$ cat src/rtl/pic_uart_tx.sv
// pic_uart_tx: byte-wide UART transmitter fed by the PIC core's output-port write
// strobe. Writes land in a small FIFO; bytes leave as 8N1 frames, LSB first, with
// every bit slot lasting CLK_DIV enabled clock cycles. tx idles high.
module pic_uart_tx #(
    parameter int CLK_DIV    = 434,
    parameter int FIFO_DEPTH = 4
) (
    input  logic       clk,
    input  logic       rst_n,
    input  logic       ena,
    input  logic       wr_en,
    input  logic [7:0] wr_data,
    output logic       full,
    output logic       empty,
    output logic       busy,
    output logic       tx
);
    localparam int PW = $clog2(FIFO_DEPTH);
    localparam int CW = PW + 1;
    localparam int TW = $clog2(CLK_DIV);
    localparam logic [TW-1:0] TIMER_LAST = TW'(CLK_DIV - 1);
    localparam logic [CW-1:0] COUNT_FULL = CW'(FIFO_DEPTH);

    typedef enum logic [1:0] {IDLE, START, DATA, STOP} state_e;

    logic [7:0]    mem_q [FIFO_DEPTH];
    logic [PW-1:0] wr_ptr_q, wr_ptr_d, rd_ptr_q, rd_ptr_d;
    logic [CW-1:0] count_q, count_d;
    logic          full_q, full_d, empty_q, empty_d;
    state_e        state_q, state_d;
    logic [TW-1:0] timer_q, timer_d;
    logic [2:0]    bit_idx_q, bit_idx_d;
    logic [7:0]    shift_q, shift_d;
    logic          tx_q, tx_d;
    logic          busy_q, busy_d;
    logic          slot_end, pop, push;

    // Frame sequencer: next state, bit timer, shift register and line level.
    // NOTE: every signal gets a default at the top so no path leaves it unassigned
    // (otherwise a latch is inferred).
    always_comb begin
        state_d   = state_q;
        timer_d   = timer_q;
        bit_idx_d = bit_idx_q;
        shift_d   = shift_q;
        tx_d      = tx_q;
        pop       = 1'b0;
        slot_end  = (timer_q == TIMER_LAST);
        if (ena) begin
            if (state_q == IDLE) begin
                if (!empty_q) begin
                    pop     = 1'b1;
                    state_d = START;
                    shift_d = mem_q[rd_ptr_q];
                    tx_d    = 1'b0;
                    timer_d = '0;
                end
            end else if (!slot_end) begin
                timer_d = timer_q + 1'b1;
            end else begin
                timer_d = '0;
                case (state_q)
                    START: begin
                        state_d   = DATA;
                        tx_d      = shift_q[0];
                        bit_idx_d = '0;
                    end
                    DATA: begin
                        if (bit_idx_q == 3'd7) begin
                            state_d = STOP;
                            tx_d    = 1'b1;
                        end else begin
                            shift_d   = {1'b0, shift_q[7:1]};
                            tx_d      = shift_q[1];
                            bit_idx_d = bit_idx_q + 1'b1;
                        end
                    end
                    STOP: begin
                        // Chain straight into the next start bit when data is waiting.
                        if (!empty_q) begin
                            pop     = 1'b1;
                            state_d = START;
                            shift_d = mem_q[rd_ptr_q];
                            tx_d    = 1'b0;
                        end else begin
                            state_d = IDLE;
                            tx_d    = 1'b1;
                        end
                    end
                    default: state_d = IDLE;
                endcase
            end
        end
        busy_d = (state_d != IDLE);
    end

    // FIFO bookkeeping: a pop in the same cycle frees the slot a write into a full FIFO needs.
    always_comb begin
        push     = wr_en & ena & (~full_q | pop);
        wr_ptr_d = push ? wr_ptr_q + 1'b1 : wr_ptr_q;
        rd_ptr_d = pop  ? rd_ptr_q + 1'b1 : rd_ptr_q;
        count_d  = count_q;
        if (push && !pop) begin
            count_d = count_q + 1'b1;
        end else if (pop && !push) begin
            count_d = count_q - 1'b1;
        end
        full_d  = (count_d == COUNT_FULL);
        empty_d = (count_d == '0);
    end

    // FIFO storage: written only on an accepted push.
    // NOTE: the data array has no reset; pointers and count define which entries are valid.
    always_ff @(posedge clk) begin
        if (push) begin
            mem_q[wr_ptr_q] <= wr_data;
        end
    end

    // Control and output registers; reset drives the line high immediately.
    // NOTE: non-blocking assignments here so every flop samples pre-edge values.
    always_ff @(posedge clk or negedge rst_n) begin
        if (!rst_n) begin
            wr_ptr_q  <= '0;
            rd_ptr_q  <= '0;
            count_q   <= '0;
            full_q    <= 1'b0;
            empty_q   <= 1'b1;
            state_q   <= IDLE;
            timer_q   <= '0;
            bit_idx_q <= '0;
            shift_q   <= '0;
            tx_q      <= 1'b1;
            busy_q    <= 1'b0;
        end else begin
            wr_ptr_q  <= wr_ptr_d;
            rd_ptr_q  <= rd_ptr_d;
            count_q   <= count_d;
            full_q    <= full_d;
            empty_q   <= empty_d;
            state_q   <= state_d;
            timer_q   <= timer_d;
            bit_idx_q <= bit_idx_d;
            shift_q   <= shift_d;
            tx_q      <= tx_d;
            busy_q    <= busy_d;
        end
    end

    assign full  = full_q;
    assign empty = empty_q;
    assign busy  = busy_q;
    assign tx    = tx_q;

endmodule

$ cat config.mk
export PLATFORM = sky130hd
export DESIGN_NAME = pic_uart_tx
export DESIGN_NICKNAME = d
export VERILOG_FILES = /design/src/rtl/pic_uart_tx.sv
export SDC_FILE = /design/constraint.sdc
export NUM_CORES = 1
export LEC_CHECK = 0
export ABC_AREA = 1
export ABC_CLOCK_PERIOD_IN_PS = 2150
export BUFFER_PORTS_ARGS = -buffer_cell sky130_fd_sc_hd__buf_2
export CAP_MARGIN = 5
export CORE_ASPECT_RATIO = 0.9
export CORE_UTILIZATION = 30
export CTS_CLUSTER_SIZE = 10
export DETAILED_ROUTE_END_ITERATION = 10
export GPL_TIMING_DRIVEN = 0
export REMOVE_ABC_BUFFERS = 1
export SYNTH_ARGS = -nofsm -noshare
export SYNTH_HDL_FRONTEND = slang
export SYNTH_SLANG_ARGS = --single-unit
$ cat constraint.sdc
create_clock -name clk -period 2.15 [get_ports clk]
set_input_delay 0.43 -clock clk [delete_from_list [all_inputs] [get_ports clk]]
set_output_delay 0.43 -clock clk [all_outputs]
set_load 0.005 [all_outputs]
==> results.ini, run 1 <==
[run_status]
outcome = finished clean

[finish]
final_area_mm2 = 0.00374
finalNonFillerCells = 449
nNetsFinal = 344
utilization_pct = 37.9
area_growth_pct = 20.5
antenna_cells = 0
layout-drive-gt1-share_pct = 24.1

[timing]
finalSetupViolations = 0
skew_ps = 5.48
slew_headroom_pct = 50.5
tns_ps = 0
tightest_slew_ps = 743
finalMaxSlewViolations = 0
whs_ps = 166
min_period_ps = 1990
hold_viol = 0
timing.fmax_mhz = 502
period_share_pct = 92.6

[setup_path]
setup.worst_path.end_class = register
crit_arrival_ps = 2080
cp_max_fo = 7
cp.required_ps = 2240
rrSetupSlack_ps = 160
startpoint_type = register
crit_type = register to register

[drt]
num_vias = 2150
wl_per_cell_um = 13.5
ant_nets = 0
drtIter0Drc = 56
firstDrtPassIters = 4
wirelength_mm = 6.07
vias_per_cell = 4.79
route.detailed.drc = 0

[global_routing]
grt_max_degree = 34
met3_usage_pct = 2.31
grt.busiest_layer = met2
grt.overflow.total = 0
grtUsageTotal_pct = 12.6
grt_pass1_wl_mm = 10.2
antenna_found_initial = 0
grt.met1_usage_pct = 16.6
grt_pass1_vias = 2153
grt_use_met2_pct = 19.3

[logic_synthesis]
async_flop_share_pct = 50.8
synth_area_mm2 = 0.00310
netlist.top_cell.by_area = edfxtp_1
syn_area_per_cell_um2 = 10.7
synthTopCellsByArea = edfxtp_1, dfrtp_1, ha_1
synth_top_cell_area_share_pct = 31.0
syn_inst = 290
yosysUniqueCellTypes = 44
yosysWarnings = 0
synth_edf_count = 32
synthFlopType = edfxtp_1
ys_seq_area_share_pct = 57.7
synth-seq-cells = 65

[placed_design]
port_buffers = 15
globalplace.congestion = 0.795
place_inst = 425
place_area_mm2 = 0.00330
hpwl_mm = 4.02

[clock_network]
cts_tree = done
clock_sinks = 65
cts-htree-levels = 3
numCtsBuffers = 9
clockBufferDepth = 2
cts_root_buffer = clkbuf_16
cts_hold_buffers = 0
worst_skew_pair.late_latency_ps = 330
clk_pin_slew_ps = 50

[run]
maxCapViolCount = 0

[floorplan]
rows = 34
start_util_pct = 31.4
die_h_um = 98.5
core_area_mm2 = 0.00987
die_w_um = 109
die-area_mm2 = 0.0108
top_level_ports = 16

[pwr]
leakage_uw = 0.00155
pwr_density_cell_mw_per_mm2 = 1000
irDropWorstVdd_mv = 0.401

[min_path]
worstHoldPathType = input port to async pin

==> layer usage <==
metal,vias to the layer above,share of wire (%),routed length (µm)
li1,1057,-,-
met1,1061,48,2910
met2,21,47,2880
met3,11,2.3,140
met4,0,2.4,143
met5,-,0,0
==> worst paths after layout <==
kind	start	cells past startpoint	end
worst max-delay path	state_q[0]	10	mem_q[1][6]
worst min-delay path	rst_n	1	timer_q[6]
worst max register to register	state_q[0]	10	mem_q[1][6]
worst min register to register	tx	2	tx
max in group asynchronous	rst_n	1	state_q[0]
min in group clk	wr_data[4]	1	mem_q[3][4]
==> Yosys cell counts (all sizes together), types with 3 or more instances <==
library cell	number
nand2	43
nor2	40
inv	33
edfxtp	32
dfrtp	31
o21ai	29
ha	14
o22ai	11
nand3	7
a21oi	6
a2bb2oi	6
nand4	6
xor2	5
clkbuf	4
nor3	3
==> power by group <==
group / internal [µW] / switching (µW) / total, µW
Combinational: 274 / 448 / 723
Sequential: 1490 / 119 / 1610
Clock: 888 / 516 / 1400
Total: 2660 / 1080 / 3740
==> layout by cell type, fill, tap and decap left out, types with 3 or more instances in the layout <==
master / instances
nor2_1: 32
nand2_2: 6
edfxtp_1: 32
nor2_2: 4
buf_12: 3
nor3_1: 3
clkinvlp_4: 3
nand2_4: 3
nor2_4: 4
nand4_1: 4
ha_1: 14
buf_2: 15
buf_4: 5
inv_4: 3
dfrtp_1: 30
inv_2: 5
o21ai_2: 3
o22ai_1: 11
a2bb2oi_1: 6
o21ai_0: 25
a21oi_1: 5
xor2_1: 5
clkbuf_16: 9
inv_1: 25
nand3_1: 3
nand2_1: 34
==> flip-flops by register name (all words and copies together) (netlist names), 2 cells and up <==
name,flops
rd_ptr_q,2
bit_idx_q,3
state_q,2
mem_q,32
wr_ptr_q,2
shift_q,8
count_q,3
timer_q,9
==> timing repair <==
item / CTS / global route
gates resized for setup: 10 / 6
pin swaps: 3 / 2
gates cloned: 0 / 0
buffers inserted: 4 / 4
endpoints found under the setup margin: 32 / 41
==> cell type report <==
type	count	area [µm²]
timing repair buffer	23	173
clock inverter	6	58.8
sequential	65	1790
fill	978	6130
tap	126	158
inverter	34	139
multi-input combinational	185	1190
clock buffer	10	229
==> critical path: stages, from the launching register on <==
cell	delay (ps)
dfrtp_2	430
inv_1	90
ha_1	240
inv_4	80
o21ai_2	230
inv_4	60
nand3_4	110
nand2_1	110
nand2_4	160
nor2_4	60
buf_4	160
==> per-stage QoR <==
step	worst slack, ps	power [µW]
6_report	159	3740
5_1_grt	-2.70	3930
4_1_cts	5.49	3740
3_5_place_dp	-577	2270
3_3_place_gp	-534	2240
2_1_floorplan	-35.9	2090
==> kinds of logic (layout without fill, tap and decap cells) <==
| group | count (synthesis) | after routing | synth area share, % |
|---|---|---|---|
| simple gates | 102 | 102 | 16.4 |
| flops | 65 | 65 | 57.7 |
| compound gates | 61 | 61 | 12.7 |
| buf+inv | 40 | 73 | 5.28 |
| fa+ha+maj | 14 | 14 | 5.65 |
| xor+xnor | 7 | 7 | 1.98 |
| mux | 1 | 1 | 0.323 |
No activity file was read; power rests on OpenSTA's default activity.
==> inputs of run 2 (changes only) <==
--- a/config.mk
+++ b/config.mk
@@ -9,7 +9,6 @@
 export ABC_CLOCK_PERIOD_IN_PS = 2150
 export BUFFER_PORTS_ARGS = -buffer_cell sky130_fd_sc_hd__buf_2
 export CAP_MARGIN = 5
-export CORE_ASPECT_RATIO = 0.9
 export CORE_UTILIZATION = 30
 export CTS_CLUSTER_SIZE = 10
 export DETAILED_ROUTE_END_ITERATION = 10
==> run 2 against run 1 <==
Compared with the run above:
- global-route usage down 0.79 points
- via count decreased by 0.28%
- cell count is 2.2% higher
- critical path depth unchanged
- power decreased by 8.4%
- largest power group unchanged
- die area hardly changed
- combinational power shrank 2%
- sequential share of layout area increased by 0.85 points
- worst hold slack lost 50 ps
- largest cell class unchanged
- sequential power about the same
==> results.ini, run 2 (synthesized netlist as in run 1, its figures left out) <==
[placed_design]
globalplace.congestion = 0.782  ; -1.6%
hpwl_mm = 3.95  ; -1.6%
place_area_mm2 = 0.00331  ; +0.27%
port_buffers = 15  ; unchanged
place_inst = 432  ; +1.6%

[finish]
layout.cells.most_common = nand2_1
layout-drive-gt1-share_pct = 24.8  ; +0.70 points
final_cell_mix = nand2_1, nor2_1, edfxtp_1, dfrtp_1
area_growth_pct = 18.3
antenna_cells = 0  ; unchanged
final_area_mm2 = 0.00367  ; -1.8%
nNetsFinal = 347  ; +0.87%
top_regs = mem_q (32), timer_q (9), shift_q (8)
finalNonFillerCells = 459  ; +2.2%
nFillCells = 993  ; +1.5%
regMostFlops = mem_q
largest_register_ffs = 32  ; unchanged

[floorplan]
rows = 36  ; +5.9%
top_level_ports = 16  ; unchanged
core_area_mm2 = 0.00991  ; +0.41%
die-area_mm2 = 0.0108  ; about the same
start_util_pct = 31.3  ; -0.13 points
die_w_um = 104  ; -5.0%
die_h_um = 104  ; +5.3%

[timing]
tightest_slew_ps = 733  ; -10.0 ps
rsz0062_at_grt = no
timing.fmax_mhz = 495  ; -1.4%
min_period_ps = 2020  ; +29.1 ps
hold_viol = 0  ; unchanged
slew_headroom_pct = 51.1  ; +0.67 points
tns_ps = 0  ; unchanged
finalSetupViolations = 0  ; unchanged
period_share_pct = 94.0  ; +1.4 points
skew_ps = 13.2  ; +7.67 ps
finalMaxSlewViolations = 0  ; unchanged

[setup_path]
cp.required_ps = 2220  ; -20 ps
crit_arrival_ps = 2100  ; +20 ps
slowest_delay_ps = 390  ; -40 ps
slowest_stage = dfrtp_1
crit_type = register to register
setup.worst_path.end_class = register
cp_max_fo = 7  ; unchanged
startpoint_type = register
worstPathCellList = inv_1 -> ha_1 -> inv_2 -> o21ai_2 -> inv_4 -> nand3_4 -> nand2_1 -> nand2_4 -> nor2_4 -> buf_12

[pwr]
pwr_density_cell_mw_per_mm2 = 933  ; -6.8%
leakage_uw = 0.00153  ; -1.4%
irDropWorstVdd_mv = 0.382  ; -4.7%

[clock_network]
cts_tree = done
worst_skew_pair.late_latency_ps = 360  ; +30 ps
cts-htree-levels = 3  ; unchanged
clock_sinks = 65  ; unchanged
numCtsBuffers = 9  ; unchanged
clk_pin_slew_ps = 80  ; +30 ps
cts_root_buffer = clkbuf_8
clockBufferDepth = 2  ; unchanged
cts_hold_buffers = 0  ; unchanged

[global_routing]
grt_pass1_wl_mm = 9.78  ; -4.4%
grt_pass1_vias = 2027  ; -5.9%
grt_max_degree = 34  ; unchanged
antenna_found_initial = 0  ; unchanged
grtUsageTotal_pct = 11.8  ; -0.79 points
grt.overflow.total = 0  ; unchanged

[drt]
ant_nets = 0  ; unchanged
drtIter0Drc = 96  ; +71%
wl_per_cell_um = 12.8  ; -5.3%
route.detailed.drc = 0  ; unchanged
firstDrtPassIters = 4  ; unchanged
num_vias = 2144  ; -0.28%
vias_per_cell = 4.67  ; -2.5%
wirelength_mm = 5.88  ; -3.2%

[min_path]
worstHoldPathType = input port to async pin

[run_status]
outcome = finished clean

[run]
maxCapViolCount = 0  ; unchanged

## run 2: changes by cell type in the layout (fill, tap and decap cells not counted), sizes merged
cell / before / now
inv: 33 / 38
clkinvlp: 3 / 2
clkinv: 3 / 0
clkbuf: 10 / 9
buf: 23 / 26
## run 2: layer usage
| metal | routed length, µm | share of wire (%) | vias to the layer above | track usage [%] |
|---|---|---|---|---|
| met5 | 0 | 0 | - | 0 |
| met3 | 243 | 4.1 | 7 | 3.96 |
| li1 | - | - | 1058 | - |
| met1 | 2640 | 45 | 1030 | 13.9 |
| met4 | 85 | 1.4 | 0 | 5.41 |
| met2 | 2910 | 49 | 49 | 19.4 |
## run 2: path summary, 6_finish.rpt
path | start | endpoint | slack, ps | depth (start not counted)
worst max register to register | state_q[1] | mem_q[0][3] | 130 | 10
worst min register to register | tx | tx | 480 | 2
max in group asynchronous | rst_n | count_q[1] | 1540 | 1
worst min-delay path | rst_n | timer_q[4] | 120 | 1
worst max-delay path | state_q[1] | mem_q[0][3] | 130 | 10
min in group clk | wr_data[4] | mem_q[3][4] | 290 | 1
## run 2: power by group
group	leakage, µW	switching [µW]	internal, µW
registers	0.000691	121	1490
logic	0.000731	437	268
clock network	0.000103	548	559
## run 2: through the flow
step	hold WS (ps)	setup WS [ps]	power, µW	utilization (%)
after floorplan	134	-35.9	2090	-
after global placement	469	-516	2250	33.4
after detailed placement	472	-576	2270	33.4
after CTS	160	26.0	3440	36.8
after global routing	189	14.0	3620	37.1
final	116	129	3420	37.1
## run 2: repair_timing
action	CTS	global route
buffers inserted	9	2
resized for setup	10	3
endpoints found under the setup margin	32	39
pin swaps	4	0
## run 2: final cells by class
| cell class | count | area, µm² | area share [%] |
|---|---|---|---|
| flip-flops and latches | 65 | 1790 | 48.7 |
| multi-input cells | 185 | 1190 | 32.4 |
| repair buffers | 26 | 183 | 4.97 |
| well taps | 133 | 166 | 4.53 |
| inverters | 34 | 136 | 3.71 |
| clock buffers | 9 | 124 | 3.37 |
| clock inverters | 7 | 83.8 | 2.28 |
## run 2: critical path, delay by kind of cell, from the launching register on
| kind | cells | cell delay (ps) |
|---|---|---|
| simple gates | 4 | 520 |
| buf+inv | 4 | 470 |
| flops | 1 | 390 |
| fa+ha+maj | 1 | 240 |
| compound gates | 1 | 110 |
==> inputs of run 3 (changes only) <==
--- a/config.mk
+++ b/config.mk
@@ -6,7 +6,7 @@
 export NUM_CORES = 1
 export LEC_CHECK = 0
 export ABC_AREA = 1
-export ABC_CLOCK_PERIOD_IN_PS = 2150
+export ABC_CLOCK_PERIOD_IN_PS = 1980
 export BUFFER_PORTS_ARGS = -buffer_cell sky130_fd_sc_hd__buf_2
 export CAP_MARGIN = 5
 export CORE_UTILIZATION = 30
==> constraint.sdc (replaced) <==
create_clock -name clk -period 1.98 [get_ports clk]
set_input_delay 0.396 -clock clk [delete_from_list [all_inputs] [get_ports clk]]
set_output_delay 0.396 -clock clk [all_outputs]
set_load 0.005 [all_outputs]
==> run 3 against run 2 <==
Compared with the run above:
- power up 9.5%
- critical endpoint is now mem_q[1][1]
- flip-flop and latch count is the same
- design area up 0.85%
- via count unchanged
- clock-buffer cell count unchanged
- first-iteration DRC count fell by 2.1%
- combinational power is 12% higher
- cell count is 0.22% lower
- critical path type unchanged
- largest cell class unchanged
- utilization up 0.32 points
- clock power up 9%
- fmax up 7.0%
- clock skew decreased by 2.2 ps
==> results.ini, run 3 (synthesized netlist as in run 1, its figures left out) <==
[timing]
setup_ws_ps = 91.0  ; -38.4 ps
tightest_slew_ps = 736  ; +2.98 ps
finalSetupViolations = 0  ; unchanged
hold_viol = 0  ; unchanged
timing.fmax_mhz = 529  ; +7.0%
skew_ps = 11.0  ; -2.18 ps
rsz0062_at_grt = no
whs_ps = 82.9  ; -33.0 ps
slew_headroom_pct = 50.9  ; -0.20 points
period_share_pct = 95.4  ; +1.4 points
finalMaxSlewViolations = 0  ; unchanged
min_period_ps = 1890  ; -132 ps

[global_routing]
grt.overflow.total = 0  ; unchanged
grt_pass1_vias = 2035  ; +0.39%
grt_max_degree = 34  ; unchanged
antenna_found_initial = 0  ; unchanged
grt_pass1_wl_mm = 9.78  ; about the same
grtUsageTotal_pct = 11.8  ; -0.014 points

[clock_network]
worst_skew_pair.late_latency_ps = 360  ; about the same
cts_tree = done
cts-htree-levels = 3  ; unchanged
clockBufferDepth = 2  ; unchanged
cts_root_buffer = clkbuf_8
clk_pin_slew_ps = 80  ; about the same
clock_sinks = 65  ; unchanged
numCtsBuffers = 9  ; unchanged

[floorplan]
die-area_mm2 = 0.0108  ; unchanged
core_area_mm2 = 0.00991  ; unchanged
rows = 36  ; unchanged
die_h_um = 104  ; unchanged
top_level_ports = 16  ; unchanged
start_util_pct = 31.3  ; unchanged
die_w_um = 104  ; unchanged

[setup_path]
slowest_stage = dfrtp_1
worstSetupEndpoint = mem_q[1][1]
slowest_delay_ps = 410  ; +20 ps
r2r_end = mem_q[1][1]
worstPathCellList = inv_1 -> ha_1 -> nand2_1 -> nor2_2 -> nand2_2 -> nand2_4 -> nand3_4 -> nand2_2 -> nand2_4 -> nor2_4 -> buf_12
cp_max_fo = 8  ; +1
rrSetupSlack_ps = 90  ; -40 ps
startpoint = timer_q[1]
cp.required_ps = 2050  ; -170 ps
startpoint_type = register
crit_arrival_ps = 1960  ; -140 ps
worstReg2RegStart = timer_q[1]
crit_type = register to register
setup.worst_path.end_class = register
r2r_cells = 11  ; +1

[drt]
num_vias = 2144  ; unchanged
wl_per_cell_um = 13.0  ; +1.7%
route.detailed.drc = 0  ; unchanged
drtIter0Drc = 94  ; -2.1%
firstDrtPassIters = 5  ; +1
vias_per_cell = 4.68  ; +0.22%
ant_nets = 0  ; unchanged
wirelength_mm = 5.97  ; +1.5%

[placed_design]
port_buffers = 15  ; unchanged
pre_cts_slack_ps = -746  ; -170 ps
hpwl_mm = 3.95  ; unchanged
globalplace.congestion = 0.782  ; unchanged

[finish]
layout-drive-gt1-share_pct = 27.1  ; +2.2 points
layout.cells.most_common = nand2_1
final_cell_mix = nand2_1, edfxtp_1, nor2_1, dfrtp_1, o21ai_0
nFillCells = 983  ; -1.0%
area_growth_pct = 19.4
antenna_cells = 0  ; unchanged
ff_latch_area_mm2 = 0.00179  ; about the same
multiInputGateArea_mm2 = 0.00123  ; +3.2%
regMostFlops = mem_q
top_regs = mem_q (32), timer_q (9), shift_q (8)
largest_register_ffs = 32  ; unchanged
utilization_pct = 37.4  ; +0.32 points
nNetsFinal = 346  ; -0.29%

[pwr]
irDropWorstVdd_mv = 0.415  ; +8.6%
leakage_uw = 0.00152  ; -0.27%
pwr_density_cell_mw_per_mm2 = 1010  ; +8.6%

[run]
maxCapViolCount = 0  ; unchanged

[run_status]
outcome = finished clean

[min_path]
worstHoldPathType = input port to async pin

run 3: power breakdown:
part	internal [µW]	total [µW]	leakage [µW]	switching [µW]
clock	608	1210	0.000103	605
combinational	297	788	0.000727	491
sequential	1620	1750	0.000691	133
run 3: worst min-delay path by stage:
stage | from | end | slack, ps | cells past startpoint
after detailed placement | tx | tx | 470 | 2
final | rst_n | timer_q[4] | 80 | 1
after CTS | rst_n | timer_q[3] | 130 | 1
after floorplan | rst_n | bit_idx_q[0] | 100 | 0
after global placement | tx | tx | 470 | 2
after global routing | rst_n | timer_q[4] | 150 | 1
run 3: repair_timing:
action	CTS	global route
pin swaps	4	2
endpoints found under the setup margin	41	41
setup buffers	9	1
hold buffers	0	0
resized for setup	16	9
run 3: layout make-up:
type,instances,area share [%]
flip-flops and latches,65,48.3
multi-input cells,185,33.1
repair buffers,25,4.73
well taps,133,4.49
inverters,34,3.68
clock buffers,9,3.34
clock inverters,7,2.26
run 3: stage by stage:
stage / std cells / area, µm² / TNS [ps] / total power, µW
after CTS: 457 / 3670 / 0 / 3750
final: 458 / 3700 / 0 / 3750
after global placement: 432 / 3310 / -21680 / 2440
after global routing: 458 / 3700 / 0 / 3950
after detailed placement: 432 / 3310 / -23620 / 2460
after floorplan: 284 / 3070 / -6590 / 2270
run 3: worst max-delay path: cells and delay by family, from the launching register on:
family / cells / cell delay [ps]
adders and majority gates: 1 / 150
and+or+nand+nor: 8 / 840
buffers and inverters: 2 / 210
DFF: 1 / 410
run 3: routing by layer:
metal	part of all wire, %	track usage, %	wire length, µm	up-vias
li1	-	-	-	1054
met1	45	13.9	2670	1042
met2	50	19.3	2990	39
met3	3.4	3.96	203	9
met4	1.8	5.41	107	0
met5	0	0	0	-
